[config.mk]
export PLATFORM = sky130hd
export DESIGN_NAME = latch_bank_reader_flat
export DESIGN_NICKNAME = d
export VERILOG_FILES = /design/src/rtl/latch_bank_reader_if.sv /design/src/rtl/latch_bank_reader.sv /design/src/flat_wrapper.sv
export SDC_FILE = /design/constraint.sdc
export NUM_CORES = 1
export LEC_CHECK = 0
export ABC_CLOCK_PERIOD_IN_PS = 2700
export CORE_MARGIN = 1
export CORE_UTILIZATION = 52
export DETAILED_ROUTE_END_ITERATION = 16
export GPL_TIMING_DRIVEN = 0
export PLACE_DENSITY = 0.79
export SKIP_CTS_REPAIR_TIMING = 1
export SYNTH_ARGS = -nofsm -noshare
export SYNTH_HDL_FRONTEND = slang
export SYNTH_SLANG_ARGS = --single-unit
[constraint.sdc]
create_clock -name CLK -period 2.7 [get_ports CLK]
set_input_delay 0.27 -clock CLK [delete_from_list [all_inputs] [get_ports CLK]]
set_output_delay 0.27 -clock CLK [all_outputs]
set_load 0.01 [all_outputs]
[src/rtl/latch_bank_reader_if.sv]
// Read-side bus bundle for latch_bank_reader: request/address, shared latch bus,
// one-hot output-enable select and the captured-word/status returns.
interface latch_bank_reader_if #(
    parameter int WIDTH   = 8,
    parameter int SOURCES = 4
);
    localparam int AW = $clog2(SOURCES);

    logic               req;
    logic [AW-1:0]      addr;
    logic [WIDTH-1:0]   bus_in;
    logic               bus_drv;
    logic [SOURCES-1:0] sel_en;
    logic [WIDTH-1:0]   data;
    logic               ack;
    logic               err;
    logic               busy;

    modport master (
        output req, addr, bus_in, bus_drv,
        input  sel_en, data, ack, err, busy
    );

    modport slave (
        input  req, addr, bus_in, bus_drv,
        output sel_en, data, ack, err, busy
    );
endinterface

[src/rtl/latch_bank_reader.sv]
// Clocked reader for a bank of tri-state latches on one shared bus: select, settle-filter, capture.
// Optional BUS_HOLD_EN: undriven bus reads back the last driven value instead of all-ones.
module latch_bank_reader #(
    parameter int WIDTH   = 8,
    parameter int SOURCES = 4,
    parameter int SETTLE  = 2,
    parameter int TIMEOUT = 15
) (
    input logic              CLK,
    input logic              RES,
    latch_bank_reader_if.slave lb
);
    localparam int AW = $clog2(SOURCES);
    localparam int WW = $clog2(TIMEOUT + 1);

    localparam logic [3:0]         SETTLE_C = 4'(SETTLE);
    localparam logic [WW-1:0]      TMO_C    = WW'(TIMEOUT);
    localparam logic [AW:0]        SRC_C    = (AW + 1)'(SOURCES);
    localparam logic [SOURCES-1:0] ONE_C    = SOURCES'(1);

    typedef enum logic [1:0] {
        ST_IDLE,
        ST_SELECT,
        ST_SETTLE,
        ST_DONE
    } state_t;

    state_t           state, state_n;
    logic [AW-1:0]    addr_r;
    logic [WIDTH-1:0] prev;
    logic [WIDTH-1:0] data_r;
    logic [WIDTH-1:0] eff;
    logic [WIDTH-1:0] fallback;
    logic [3:0]       stable_cnt, stable_nx;
    logic [WW-1:0]    wait_cnt, wait_nx;
    logic             hit, tmo, oob;
    logic             ack_r, err_r;

`ifdef BUS_HOLD_EN
    logic [WIDTH-1:0] hold;

    always_ff @(posedge CLK) begin
        if (RES)
            hold <= '0;
        else if (state == ST_SETTLE && lb.bus_drv)
            hold <= lb.bus_in;
    end

    always_comb fallback = hold;
`else
    always_comb fallback = '1;
`endif

    always_comb begin
        eff = lb.bus_drv ? lb.bus_in : fallback;
        oob = {1'b0, lb.addr} >= SRC_C;

        if (eff != prev)
            stable_nx = 4'd1;
        else if (stable_cnt >= SETTLE_C)
            stable_nx = stable_cnt;
        else
            stable_nx = stable_cnt + 4'd1;

        wait_nx = wait_cnt + WW'(1);
        hit     = (stable_nx == SETTLE_C);
        tmo     = (wait_nx == TMO_C);
    end

    always_ff @(posedge CLK) begin
        if (RES)
            state <= ST_IDLE;
        else
            state <= state_n;
    end

    always_comb begin
        state_n = state;
        case (state)
            ST_IDLE:   if (lb.req) state_n = oob ? ST_DONE : ST_SELECT;
            ST_SELECT: state_n = ST_SETTLE;
            ST_SETTLE: if (hit || tmo) state_n = ST_DONE;
            ST_DONE:   state_n = ST_IDLE;
            default:   state_n = ST_IDLE;
        endcase
    end

    // ack/err are registered on the transition so they are high exactly for the DONE cycle
    always_ff @(posedge CLK) begin
        if (RES) begin
            addr_r     <= '0;
            prev       <= '0;
            data_r     <= '0;
            stable_cnt <= '0;
            wait_cnt   <= '0;
            ack_r      <= 1'b0;
            err_r      <= 1'b0;
        end else begin
            ack_r <= 1'b0;
            err_r <= 1'b0;
            case (state)
                ST_IDLE: begin
                    if (lb.req) begin
                        if (oob)
                            err_r <= 1'b1;
                        else
                            addr_r <= lb.addr;
                    end
                end
                ST_SELECT: begin
                    stable_cnt <= '0;
                    wait_cnt   <= '0;
                end
                ST_SETTLE: begin
                    stable_cnt <= stable_nx;
                    wait_cnt   <= wait_nx;
                    prev       <= eff;
                    if (hit) begin
                        data_r <= eff;
                        ack_r  <= 1'b1;
                    end else if (tmo) begin
                        err_r <= 1'b1;
                    end
                end
                default: ;
            endcase
        end
    end

    always_comb begin
        lb.sel_en = '0;
        if (state == ST_SELECT || state == ST_SETTLE)
            lb.sel_en = ONE_C << addr_r;
        lb.data = data_r;
        lb.ack  = ack_r;
        lb.err  = err_r;
        lb.busy = (state != ST_IDLE);
    end
endmodule

[src/flat_wrapper.sv]
// flat-port wrapper written by rule: the top's interface ports become plain ports
module latch_bank_reader_flat 
#(
    parameter int WIDTH   = 8,
    parameter int SOURCES = 4,
    parameter int SETTLE  = 2,
    parameter int TIMEOUT = 15
)
  (CLK, RES, lb_req, lb_addr, lb_bus_in, lb_bus_drv, lb_sel_en, lb_data, lb_ack, lb_err, lb_busy);
  latch_bank_reader_if #(.WIDTH(WIDTH), .SOURCES(SOURCES)) lb_i ();
  input logic CLK;
  input logic RES;
  input wire logic [$bits(lb_i.req)-1:0] lb_req;
  input wire logic [$bits(lb_i.addr)-1:0] lb_addr;
  input wire logic [$bits(lb_i.bus_in)-1:0] lb_bus_in;
  input wire logic [$bits(lb_i.bus_drv)-1:0] lb_bus_drv;
  output wire logic [$bits(lb_i.sel_en)-1:0] lb_sel_en;
  output wire logic [$bits(lb_i.data)-1:0] lb_data;
  output wire logic [$bits(lb_i.ack)-1:0] lb_ack;
  output wire logic [$bits(lb_i.err)-1:0] lb_err;
  output wire logic [$bits(lb_i.busy)-1:0] lb_busy;
  assign lb_i.req = lb_req;
  assign lb_i.addr = lb_addr;
  assign lb_i.bus_in = lb_bus_in;
  assign lb_i.bus_drv = lb_bus_drv;
  assign lb_sel_en = lb_i.sel_en;
  assign lb_data = lb_i.data;
  assign lb_ack = lb_i.ack;
  assign lb_err = lb_i.err;
  assign lb_busy = lb_i.busy;
  latch_bank_reader #(.WIDTH(WIDTH), .SOURCES(SOURCES), .SETTLE(SETTLE), .TIMEOUT(TIMEOUT)) u_core (.CLK(CLK), .RES(RES), .lb(lb_i));
endmodule
==> results of run 1 <==
-- worst paths after layout --
path	end	slack, ns
max	lb_sel_en[0]	0.25
min	u_core.addr_r[1]	0.49
max reg2reg	u_core.lb.data[0]	0.33
min reg2reg	u_core.prev[7]	0.50
-- routing by layer --
metal | up-vias | part of all wire
met2 | 42 | 0.47
met3 | 9 | 0.072
met1 | 675 | 0.43
met5 | - | 0
met4 | 0 | 0.020
li1 | 739 | -
-- cells by family (layout without fill, tap and decap cells) --
kind of cell | after synthesis | count (layout)
DFF | 30 | 30
muxes | 9 | 9
AOI/OAI and AO/OA | 35 | 35
xor gates and xnor gates | 4 | 4
buffers and inverters | 16 | 51
adders and majority gates | 7 | 7
and+or+nand+nor | 91 | 91
-- synthesized netlist by cell type --
cell type and count:
nor2b_1 2, a41oi_1 1, xor2_1 4, and3_1 1, a21boi_0 1, nor2_2 2
a221oi_1 1, or3_4 1, buf_1 1, ha_1 7, a21oi_1 17, nor2b_4 2
nor3_2 1, o22ai_2 1, a22oi_1 1, clkbuf_2 1, a211oi_2 2, clkbuf_1 4
a211oi_1 3, nor4_4 1, nor2_1 20, o22ai_1 1, o32ai_2 2, nor3_1 2
o21bai_1 1, nor4_1 3, nand3_1 5, inv_1 8, or3b_1 2, nand4b_1 2
dfxtp_1 30, a21o_1 1, nand2_1 29, o21ai_0 2, mux2i_1 9, buf_2 1
and2_0 1, buf_6 1, nand2b_1 10, nor3b_1 2, and4b_1 2, o31ai_2 1
nor4b_1 3
-- power groups by stage --
stage	clock (mW)	combinational [mW]	sequential, mW
after floorplan	0	0.290	0.536
after global placement	0	0.406	0.542
after detailed placement	0	0.428	0.547
after CTS	0.292	0.430	0.537
after global routing	0.308	0.486	0.546
final	0.281	0.435	0.538
-- registers in the layout, indices dropped and copies added, names as in the netlist --
name	flops
u_core.state	2
u_core.lb.err	1
u_core.addr_r	2
u_core.lb.ack	1
u_core.lb.data	8
u_core.wait_cnt	4
u_core.prev	8
u_core.stable_cnt	4
-- layout make-up --
cell class                      instances  area (um2)  share of cell area
Sequential cell                        30         601               0.295
Tap cell                               44        55.1              0.0270
Clock inverter                          1        5.00             0.00246
Clock buffer                            7        55.1              0.0270
Multi-Input combinational cell        146         973               0.478
Timing Repair Buffer                   28         280               0.138
Inverter                                8        30.0              0.0148
Buffer                                  7        36.3              0.0178
-- worst max-delay path: cells and delay by family, from the launching register on --
| kind | cells | cell delay, ns |
|---|---|---|
| fa+ha+maj | 1 | 0.43 |
| buf+inv | 3 | 0.81 |
| flops | 1 | 0.38 |
| simple gates | 1 | 0.23 |
-- stage by stage --
step	hold WS, ns	cells	util	instance area (um2)	TNS (ns)
global route	0.480	271	0.672	2040	0
global placement	0.465	264	0.653	1980	0
floorplan	0.417	192	-	1640	0
finish	0.489	271	0.672	2040	0
detailed placement	0.479	264	0.653	1980	0
CTS	0.477	272	0.673	2040	-0.00222
==> impl_metrics.json, run 1 <==
{
  "final_common_cell": "dfxtp_1",
  "hold_path_class": "in2reg",
  "synth-xor-area-share": 0.0213,
  "synth_area_leaders": "dfxtp_1 (37%), nand2_1 (6.6%), mux2i_1 (5.5%), ha_1 (5.3%), a21oi_1 (5.2%)",
  "cp_cell_sequence": "inv_1 -> ha_2 -> inv_1 -> nor3_1 -> clkdlybuf4s50_1",
  "p_clk_frac": 0.224,
  "dpl.hpwl_um": 2540,
  "drc": 0,
  "cpPeakStageDelay_ns": 0.56,
  "numCtsBuffers": 5,
  "combPwrFrac": 0.347,
  "setup_viol": 0,
  "fin_skew_ns": 0.0184,
  "synthMuxAreaShare": 0.0549,
  "place_ws_ns": 0.251,
  "worstPathRequired_ns": 2.43,
  "tightest_slew_ns": 0.545,
  "ant_nets": 0,
  "clock_latency_ns": 0.34,
  "swShare": 0.358,
  "worst_ir_drop_vdd_v": 0.000296,
  "drt-wirelength-per-cell_um": 12.6,
  "fin_crit_sh": 0.907,
  "grt_use_met3": 0.0759,
  "io_pins": 29,
  "switching_power_mw": 0.449,
  "synth-compound-area-share": 0.155,
  "track_usage": 0.233,
  "final_cell_mix": "dfxtp_1 (30), nand2_1 (29), clkdlybuf4s50_1 (28), nor2_1 (20), a21oi_1 (17)",
  "postSynthCellCount": 192,
  "yosysWarnings": 0,
  "reg2reg_depth": 9,
  "ys_seq_area_frac": 0.366,
  "n_antenna_cell": 0,
  "slowest_stage": "clkdlybuf4s50_1",
  "syn_avg_cell_area_um2": 8.55,
  "synth_area_um2": 1640,
  "tritoncts": "built",
  "overflow": 0,
  "hold_start": "lb_addr[1]",
  "synth_adder_area_share": 0.0534,
  "seq_power_share": 0.429,
  "status": "complete, no violations",
  "top_usage_layer": "met2",
  "power_density_nw_per_um2": 616,
  "max-slew-margin-rel": 0.637,
  "root_buffer": "clkbuf_4",
  "grt_max_degree": 11,
  "cts_max_path_buffers": 2,
  "arrival_ns": 2.18,
  "grt_pass1_vias": 1391,
  "internal_power_mw": 0.805,
  "die_y_um": 58.2,
  "max-cap-violations": 0,
  "rsz0062_at_grt": "no",
  "grt_antenna_before_repair": 0,
  "vias": 1465,
  "met2_usage": 0.381,
  "drive_gt1_frac": 0.106,
  "synthDominantCellAreaShare": 0.366,
  "area_growth_pct": 24.0,
  "cts_max_level": 2,
  "grt.met1_usage": 0.280,
  "yosys.cell_types.count": 43,
  "rows": 20,
  "critPathMaxFanout": 10,
  "die_width_um": 58.2,
  "slew_viol_final": 0,
  "finalWeightedCongestion": 0.772,
  "hold_viol_final": 0,
  "grt_pass1_wl_um": 5910,
  "synth_nets": 213,
  "firstDrtPassIters": 4,
  "start_kind": "flip-flop",
  "power.leakage_nw": 0.741,
  "nNetsFinal": 247,
  "cts_sinks": 30,
  "cp_common_cell": "inv_1",
  "ys_seq_elements": 30,
  "fin_crit_ns": 2.45,
  "synth_top_family_by_area": "simple AND/OR/NAND/NOR gates",
  "whs_path_depth": 3,
  "regToRegStartpoint": "u_core.stable_cnt[0]",
  "routed_wl_um": 3420,
  "setup_ws_ns": 0.251,
  "die_area_um2": 3390,
  "start_util": 0.542,
  "total_power_mw": 1.25,
  "numPortBuffers": 28,
  "worstSetupPathType": "reg2out",
  "path_clk_slew_ns": 0.10,
  "viasPerCell": 5.41,
  "crit_start": "u_core.state[1]",
  "yosys.area_share.simple": 0.307,
  "core_um2": 3030,
  "endpoint_kind": "output pin",
  "first_iter_violations": 64,
  "max_freq_mhz": 408,
  "nFillCells": 250,
  "yosys.area.top_type": "dfxtp_1"
}
Power figures use the tool's default switching activity.
==> run 2: changes to the inputs <==
RECOVER_POWER = 50   (was unset)
==> run 2 against run 1 <==
Compared with the run above:
- global-route usage unchanged
- final area unchanged
- clock skew down 0.0018 ns
- fmax up 0.16%
- first-iteration DRC count down 1.6%
- largest cell class unchanged
- highest routed layer unchanged
==> impl_metrics.json, run 2 (synthesis gave the netlist of run 1 again) <==
{
  "status": "complete, no violations",
  "slowest_stage": "clkdlybuf4s50_1",
  "hold_viol_final": 0,
  "ff_latch_area_um2": 601,
  "place_ws_ns": 0.251,
  "setup_ws_ns": 0.255,
  "io_pins": 29,
  "setup_tns_ns": 0,
  "setup_viol": 0,
  "overflow": 0,
  "hold_path_class": "in2reg",
  "first_iter_violations": 63,
  "core_um2": 3030,
  "reg2reg_depth": 9,
  "grt_pass1_wl_um": 5910,
  "cts_sinks": 30,
  "path_clk_slew_ns": 0.10,
  "start_util": 0.542,
  "met2_usage": 0.381,
  "rsz0062_at_grt": "no",
  "arrival_ns": 2.18,
  "die_area_um2": 3390,
  "firstDrtPassIters": 4,
  "reg2reg_to": "u_core.lb.data[0]",
  "cts_max_path_buffers": 2,
  "max-cap-violations": 0,
  "grt_use_met3": 0.0759,
  "worstSetupPathType": "reg2out",
  "worst_ir_drop_vdd_v": 0.000296,
  "final_common_cell": "dfxtp_1",
  "cp_top_family": "buffers and inverters",
  "tritoncts": "built",
  "ant_nets": 0,
  "cp_common_cell": "inv_1",
  "viasPerCell": 5.42,
  "clock_latency_ns": 0.34,
  "slew_viol_final": 0,
  "top_usage_layer": "met2",
  "drt-wirelength-per-cell_um": 12.5,
  "routed_wl_um": 3380,
  "crit_cells": 5,
  "grt_pass1_vias": 1391,
  "max_freq_mhz": 409,
  "grt.met1_usage": 0.280,
  "worstSetupEndpoint": "lb_sel_en[0]",
  "rows": 20,
  "finalWeightedCongestion": 0.772,
  "root_buffer": "clkbuf_4",
  "crit_start": "u_core.state[1]",
  "track_usage": 0.233,
  "power_density_nw_per_um2": 615,
  "critPathMaxFanout": 10,
  "drive_gt1_frac": 0.106,
  "grt_antenna_before_repair": 0,
  "cp_cell_sequence": "inv_1 -> ha_2 -> inv_1 -> nor3_1 -> clkdlybuf4s50_1",
  "path_buf_inv": 3,
  "multi_input_area_um2": 973,
  "cpPeakStageDelay_ns": 0.56,
  "numCtsBuffers": 5,
  "endpoint_kind": "output pin",
  "die_y_um": 58.2,
  "n_antenna_cell": 0,
  "area_growth_pct": 24.0,
  "drc": 0,
  "final_cell_mix": "dfxtp_1 (30), nand2_1 (29), nor2_1 (20), a21oi_1 (17), clkdlybuf4s50_1 (17)",
  "worstPathRequired_ns": 2.43,
  "nFillCells": 250,
  "power.leakage_nw": 0.778,
  "grt_max_degree": 11,
  "nNetsFinal": 247,
  "rrSetupSlack_ns": 0.33,
  "numPortBuffers": 28,
  "tightest_slew_ns": 0.533,
  "dpl.hpwl_um": 2540,
  "whs_path_depth": 3,
  "start_kind": "flip-flop",
  "fin_skew_ns": 0.0165,
  "regToRegStartpoint": "u_core.stable_cnt[0]",
  "die_width_um": 58.2,
  "fin_crit_ns": 2.45,
  "vias": 1469,
  "max-slew-margin-rel": 0.645,
  "fin_crit_sh": 0.906,
  "cts_max_level": 2
}
[run 2: cell type report]
type,count,area share
clock inverter,1,0.00246
tap,44,0.0270
buffer,7,0.0178
inverter,8,0.0148
timing repair buffer,28,0.138
sequential,30,0.295
multi-input combinational,146,0.478
clock buffer,7,0.0270
[run 2: how the worst min path moves through the flow]
stage / endpoint / slack [ns] / start
floorplan: u_core.addr_r[0] / 0.42 / lb_addr[0]
global placement: u_core.prev[7] / 0.47 / u_core.prev[7]
finish: u_core.addr_r[1] / 0.49 / lb_addr[1]
detailed placement: u_core.prev[7] / 0.48 / u_core.prev[7]
global route: u_core.addr_r[1] / 0.48 / lb_addr[1]
CTS: u_core.addr_r[1] / 0.48 / lb_addr[1]
[run 2: tightest hold or removal path: stages]
cell             delay (ns)
clkdlybuf4s50_1        0.39
nand3_1                0.07
a21oi_1                0.05
[run 2: through the flow]
step	area, um2	hold WS, ns	utilization	std cells	power, mW
floorplan	1640	0.417	-	192	0.826
global placement	1980	0.465	0.653	264	0.948
detailed placement	1980	0.479	0.653	264	0.975
CTS	2040	0.477	0.673	272	1.26
global route	2040	0.480	0.672	271	1.34
finish	2040	0.489	0.672	271	1.25
[run 2: per-layer routing]
| layer | routed length [um] | share of wire |
|---|---|---|
| met1 | 1440 | 0.43 |
| met2 | 1630 | 0.48 |
| met3 | 230 | 0.068 |
| met4 | 70 | 0.021 |
| met5 | 0 | 0 |
[run 2: report_power, final]
| group | switching [mW] | internal [mW] |
|---|---|---|
| combinational | 0.245 | 0.188 |
| sequential | 0.0473 | 0.491 |
| clock | 0.155 | 0.126 |
| total | 0.447 | 0.805 |
==> run 3: changes to the inputs <==
PLACE_DENSITY = 0.76   (was 0.79)
==> run 3 against run 2 <==
Compared with the run above:
- die area is the same
- power up 5.9%
- non-clock buffer count is the same
- final cell count stayed put
- global-route usage increased by 2.0 points
- wire length grew 11%
- final area rose by 0.92%
- combinational power grew 3%
- register-to-register slack improved by 0.02 ns
- worst setup slack worse by 0.0083 ns
- clock skew down 0.0095 ns
- sequential cell count unchanged
- critical endpoint is now lb_sel_en[1]
==> impl_metrics.json, run 3 (synthesis gave the netlist of run 1 again) <==
{
  "cts_sinks": 30,
  "rows": 20,
  "nNetsFinal": 247,
  "swShare": 0.353,
  "final_cell_mix": "dfxtp_1 (30), nand2_1 (29), nor2_1 (20), a21oi_1 (17), clkdlybuf4s50_1 (17)",
  "worstPathRequired_ns": 2.43,
  "routed_wl_um": 3740,
  "regToRegStartpoint": "u_core.stable_cnt[0]",
  "io_pins": 29,
  "cp_top_family": "buffers and inverters",
  "drc": 0,
  "track_usage": 0.253,
  "max-slew-margin-rel": 0.617,
  "setup_viol": 0,
  "cts_max_level": 2,
  "total_power_mw": 1.33,
  "n_antenna_cell": 0,
  "grt_pass1_wl_um": 6350,
  "worstSetupPathType": "reg2out",
  "viasPerCell": 5.43,
  "max-cap-violations": 0,
  "power_density_nw_per_um2": 645,
  "cp_cell_sequence": "inv_1 -> ha_2 -> inv_1 -> nor3b_1 -> clkdlybuf4s50_1",
  "grt_max_degree": 11,
  "cts_max_path_buffers": 2,
  "numCtsBuffers": 5,
  "p_clk_frac": 0.255,
  "start_kind": "flip-flop",
  "ant_nets": 0,
  "start_util": 0.542,
  "critPathMaxFanout": 10,
  "path_clk_slew_ns": 0.10,
  "drt-wirelength-per-cell_um": 13.8,
  "arrival_ns": 2.18,
  "utilization": 0.679,
  "final_common_cell": "dfxtp_1",
  "die_y_um": 58.2,
  "clock_latency_ns": 0.35,
  "path_buf_inv": 3,
  "root_buffer": "clkbuf_4",
  "die_area_um2": 3390,
  "max_freq_mhz": 408,
  "grt_pass1_vias": 1432,
  "seq_power_share": 0.407,
  "tritoncts": "built",
  "slowest_stage": "clkdlybuf4s50_1",
  "core_um2": 3030,
  "endpoint_kind": "output pin",
  "status": "complete, no violations",
  "die_width_um": 58.2,
  "dpl.hpwl_um": 2710,
  "rsz0062_at_grt": "no",
  "switching_power_mw": 0.468,
  "firstDrtPassIters": 4,
  "power.leakage_nw": 0.787,
  "drive_gt1_frac": 0.110,
  "slew_viol_final": 0,
  "fin_skew_ns": 0.00706,
  "reg2reg_to": "u_core.lb.data[4]",
  "hold_viol_final": 0,
  "combPwrFrac": 0.338,
  "cp_common_cell": "inv_1",
  "hold_path_class": "in2reg",
  "fin_crit_sh": 0.909,
  "numPortBuffers": 28,
  "cpPeakStageDelay_ns": 0.57,
  "hold_start": "lb_addr[0]",
  "vias": 1471,
  "whs_path_depth": 3,
  "worst_ir_drop_vdd_v": 0.000340,
  "tightest_slew_ns": 0.575,
  "hold_end": "u_core.addr_r[0]",
  "first_iter_violations": 73,
  "finalWeightedCongestion": 0.730,
  "fin_crit_ns": 2.45,
  "grt_antenna_before_repair": 0,
  "rrSetupSlack_ns": 0.35,
  "area_growth_pct": 25.2,
  "overflow": 0,
  "reg2reg_depth": 9,
  "internal_power_mw": 0.858,
  "crit_start": "u_core.state[1]"
}
## run 3: changes by cell type in the layout (fill, tap and decap cells not counted)
cell	before	now
clkinv_2	1	0
clkbuf_8	1	3
clkbuf_1	5	4
## run 3: worst max path at each step
stage | cells after the start | to
final | 5 | lb_sel_en[1]
after CTS | 6 | lb_sel_en[1]
after floorplan | 9 | u_core.lb.data[0]
after global routing | 5 | lb_sel_en[1]
after global placement | 7 | u_core.state[0]
after detailed placement | 7 | u_core.state[1]
## run 3: power by group through the flow
stage	sequential, mW	clock, mW	combinational (mW)
floorplan	0.536	0	0.290
global placement	0.542	0	0.410
detailed placement	0.549	0	0.434
CTS	0.539	0.345	0.437
global route	0.548	0.363	0.495
finish	0.539	0.339	0.448
## run 3: per-stage QoR
| stage | worst slack [ns] | std cells | hold slack (ns) | TNS, ns | instance area, um2 |
|---|---|---|---|---|---|
| floorplan | 0.573 | 192 | 0.417 | 0 | 1640 |
| global route | 0.0927 | 271 | 0.496 | 0 | 2050 |
| detailed placement | 0.151 | 264 | 0.480 | 0 | 1980 |
| global placement | 0.249 | 264 | 0.464 | 0 | 1980 |
| finish | 0.246 | 271 | 0.480 | 0 | 2050 |
| CTS | -0.0102 | 272 | 0.476 | -0.0102 | 2060 |
## run 3: final cells by class
type | instances | area, um2
Sequential cell | 30 | 601
Buffer | 7 | 36.3
Multi-Input combinational cell | 146 | 973
Fill cell | 245 | 973
Timing Repair Buffer | 28 | 280
Inverter | 8 | 30.0
Clock buffer | 8 | 78.8
Tap cell | 44 | 55.1
## run 3: metal layers
| layer | share of wire | up-vias | GRT usage |
|---|---|---|---|
| met1 | 0.45 | 693 | 0.317 |
| met3 | 0.037 | 8 | 0.0513 |
| met4 | 0.020 | 0 | 0.139 |
| met2 | 0.49 | 36 | 0.407 |
| li1 | - | 734 | - |
| met5 | 0 | - | 0 |
## run 3: tightest hold or removal path: stages
cell and delay, ns:
clkdlybuf4s50_1 0.39, nand3_1 0.07, a21oi_1 0.06
==> edit 1, RTL diff (config.mk and constraints of run 2) <==
The 4 states of `state_t` get a Gray code encoding in 2 bits.
--- a/src/rtl/latch_bank_reader.sv
+++ b/src/rtl/latch_bank_reader.sv
@@ -19,10 +19,10 @@
     localparam logic [SOURCES-1:0] ONE_C    = SOURCES'(1);
 
     typedef enum logic [1:0] {
-        ST_IDLE,
-        ST_SELECT,
-        ST_SETTLE,
-        ST_DONE
+        ST_IDLE   = 2'b00,
+        ST_SELECT = 2'b01,
+        ST_SETTLE = 2'b11,
+        ST_DONE   = 2'b10
     } state_t;
 
     state_t           state, state_n;
Function: no difference found for any inputs over 10 cycles, from zero or initial values; not proved beyond that.
==> edit 1 against run 2 <==
- the run now ends with design-rule violations left
- routed wire length increased by 11%
- sequential cell count unchanged
- clock skew decreased by 8.2 ps
- synthesized area decreased by 5.2%
- worst setup slack improved by 50 ps
- cell count decreased by 11%
- non-clock buffer count increased by 4
- final area decreased by 2.8%
- critical path depth increased by 2
Power is not compared: it rests on default switching activity, and its combinational part moved more than twofold at a synthesized area within 25%.
==> edit 1: results (changes against run 2) <==
* layout cells sized above 1: 9.48%, -1.1 points
* outcome: finished, violations left
* final WL: 3730 µm, +11%
* cells on worst reg2reg path: 6, -3
* Syn Nets: 193, -9.4%
* RePlAce Congestion: 0.742, -3.9%
* pre-CTS worst setup slack: 4.07 ps, -247 ps
* share of the final layout cell area in multi-input gates: 44.4%, -3.4 points
* Arr. time, crit path: 2650 ps, +470 ps
* Net count, final: 228, -7.7%
* final-layout non-clock buffer area share: 16.7%, +1.1 points
* endpoint class of the critical path: register
* post-detailed-route DRC marker count: 4, +4
* violated checks: design-rule violations
* end of the worst register-to-register path: u_core.lb.data[3]
* slowest cell on the critical path: sky130_fd_sc_hd__a222oi_1
* routed vias: 1467, -0.14%
* total half-perimeter wirelength after legalization and detailed placement: 2730 µm, +7.4%
* hold endpoint: u_core.stable_cnt[2]
* share of synthesized area occupied by flip-flops and latches: 38.6%, +2.0 points
* Hold WC Path Type: register to register
* instance count along the most critical hold path: 2, -1
* filler instances: 251, +0.40%
* Hold Startpoint: u_core.stable_cnt[2]
* first-pass iteration count of the detailed router: 10, +6
* cell types occupying the most area after synthesis: sky130_fd_sc_hd__dfxtp_1 (39%), sky130_fd_sc_hd__nor3b_1 (6.3%), sky130_fd_sc_hd__nor2_1 (4.8%)
* Multi-input comb cells: 129, -12%
* combined global-route utilization of all metal layers: 25.9%, +2.6 points
* distinct cell type count of the synthesized netlist: 38, -12%
* PnR worst setup slack: 304 ps, +49.5 ps
* worst max-slew margin expressed relative to the limit: 43.0%, -21 points
* delay contributed by the slowest stage of the critical path: 780 ps, +220 ps
==> edit 1: cell count changes in the layout (fill, tap and decap cells not counted), sizes merged, moves of 4 or more <==
cell    delta
nor3b     +11
nand2     -20
a21oi     -13
mux2i      -4
nor3      +10
nand2b    -10
a41oi      +7
==> edit 1: kinds of logic after synthesis <==
logic type,synth area share (%)
AND/OR/NAND/NOR,26.9
flip-flops,38.6
multiplexers,3.22
XOR/XNOR,2.25
AO/OA/AOI/OAI,21.3
buffers and inverters,4.50
adder cells (fa/ha/maj),3.22
==> edit 1: stage by stage <==
stage	total power, µW	hold WS, ps	cells
2_1_floorplan	580	348	175
3_3_place_gp	638	486	234
3_5_place_dp	646	494	234
4_1_cts	1110	507	242
5_1_grt	1150	538	242
6_report	1110	510	242
==> edit 1: per-layer routing <==
layer	GRT usage (%)	part of all wire, %
met1	29.9	44
met2	46.1	51
met3	7.37	4.4
met4	7.50	1.2
met5	0	0
==> edit 2, RTL diff (config.mk and constraints of run 2) <==
Without the edit above. `TIMEOUT` is set to 15 in 2 places; all go to 16.
--- a/src/rtl/latch_bank_reader.sv
+++ b/src/rtl/latch_bank_reader.sv
@@ -4,7 +4,7 @@
     parameter int WIDTH   = 8,
     parameter int SOURCES = 4,
     parameter int SETTLE  = 2,
-    parameter int TIMEOUT = 15
+    parameter int TIMEOUT = 16
 ) (
     input logic              CLK,
     input logic              RES,
--- a/src/flat_wrapper.sv
+++ b/src/flat_wrapper.sv
@@ -4,7 +4,7 @@
     parameter int WIDTH   = 8,
     parameter int SOURCES = 4,
     parameter int SETTLE  = 2,
-    parameter int TIMEOUT = 15
+    parameter int TIMEOUT = 16
 )
   (CLK, RES, lb_req, lb_addr, lb_bus_in, lb_bus_drv, lb_sel_en, lb_data, lb_ack, lb_err, lb_busy);
   latch_bank_reader_if #(.WIDTH(WIDTH), .SOURCES(SOURCES)) lb_i ();
Check against the original RTL: no difference found for any inputs over 10 cycles, from zero or initial values; that may be too few to reach the edited logic, so the function may still have changed.
==> edit 2 against run 2 <==
- clock skew shrank 1.4 ps
- non-clock buffer count is 6 higher
- sequential cell count is 1 higher
- synthesized area rose by 6.6%
- register-to-register slack got worse by 110 ps
- power increased by 26%
- final area is 5.8% higher
- routed wire length is 14% higher
- global-route usage increased by 1.1 points
- worst setup slack got worse by 76 ps
- via count up 11%
- clock power rose by 39%
- largest cell class unchanged
==> edit 2: results (changes against run 2) <==
* outcome: completed
* Critical Path Fanout Max: 12, +2
* DR vias/cell: 5.65, +4.2%
* XOR/XNOR Fraction of Synth Area: 2.00%, -0.13 points
* worst-case register-to-register setup slack: 220 ps, -110 ps
* worst vdd ir: 0.000441 V, +49%
* initial standard-cell utilization of the core: 56.0%, +1.7 points
* share of synthesized area occupied by flip-flops and latches: 35.5%, -1.1 points
* Hold WC Path Type: register to register
* Non-Filler Instances: 289, +6.6%
* met1 WL: 2030 µm, +41%
* adder-cell share of the synthesized area: 4.29%, -1.0 points
* cell count after placement: 282, +6.8%
* number of instances in the synthesized netlist: 211, +9.9%
* post-synthesis mux area share: 1.22%, -4.3 points
* total non-filler cell area in the finished layout: 2150 µm², +5.8%
* met3 routed wirelength: 165 µm, -28%
* cell types occupying the most area after synthesis: sky130_fd_sc_hd__dfxtp_1 (35%), sky130_fd_sc_hd__a21oi_1 (6.6%), sky130_fd_sc_hd__ha_1 (4.3%)
* global-route wire length before repair: 6480 µm, +9.6%
* end of the worst register-to-register path: u_core.lb.data[6]
* Syn Nets: 231, +8.5%
* post-place instance area: 2080 µm², +5.0%
* hold endpoint: u_core.lb.data[3]
* met2 routed wirelength: 1620 µm, -0.92%
* total half-perimeter wirelength after legalization and detailed placement: 2770 µm, +9.2%
* leakage power figure: 0.000767 µW, -1.4%
* layout cells sized above 1: 7.76%, -2.8 points
==> edit 2: cells by family after synthesis <==
kind of cell | Yosys count
simple gates | 90
compound gates | 57
flops | 31
buf+inv | 21
fa+ha+maj | 6
xor+xnor | 4
mux | 2
==> edit 2: final cells by class <==
cell class	count	share of cell area (%)
multi-input combinational	159	47.3
clock inverter	2	1.63
buffer	14	3.72
tap	44	2.56
clock buffer	6	2.38
inverter	6	1.05
timing repair buffer	27	12.5
sequential	31	28.8
==> edit 2: worst max-delay path by stage <==
stage	startpoint	endpoint	slack, ps	depth (start not counted)
after floorplan	u_core.stable_cnt[0]	u_core.lb.data[6]	480	8
after global placement	u_core.state[1]	lb_sel_en[0]	200	6
after detailed placement	u_core.state[1]	lb_sel_en[0]	220	6
after CTS	u_core.state[1]	lb_sel_en[0]	-170	6
after global routing	u_core.state[1]	lb_sel_en[0]	20	5
final	u_core.state[1]	lb_sel_en[0]	180	5
==> edit 2: layer usage <==
metal  track usage, %  vias to the layer above
li1                 -                      843
met1             33.6                      747
met2             37.9                       38
met3             7.14                        4
met4             4.98                        0
met5                0                        -
==> edit 2: stage by stage <==
step | setup WS (ps) | setup TNS, ps
floorplan | 482 | 0
CTS | -170 | -502
global placement | 205 | 0
finish | 179 | 0
detailed placement | 219 | 0
global route | 18.8 | 0
==> edit 2: power by group <==
| part | total, µW | switching [µW] | internal [µW] |
|---|---|---|---|
| sequential | 600 | 72.5 | 527 |
| combinational | 591 | 317 | 274 |
| clock | 390 | 171 | 219 |
==> edit 2: tightest hold or removal path, stage by stage, from the launching register on <==
cell and delay, ps:
sky130_fd_sc_hd__dfxtp_1 320, sky130_fd_sc_hd__o31ai_1 50, sky130_fd_sc_hd__a21oi_1 60
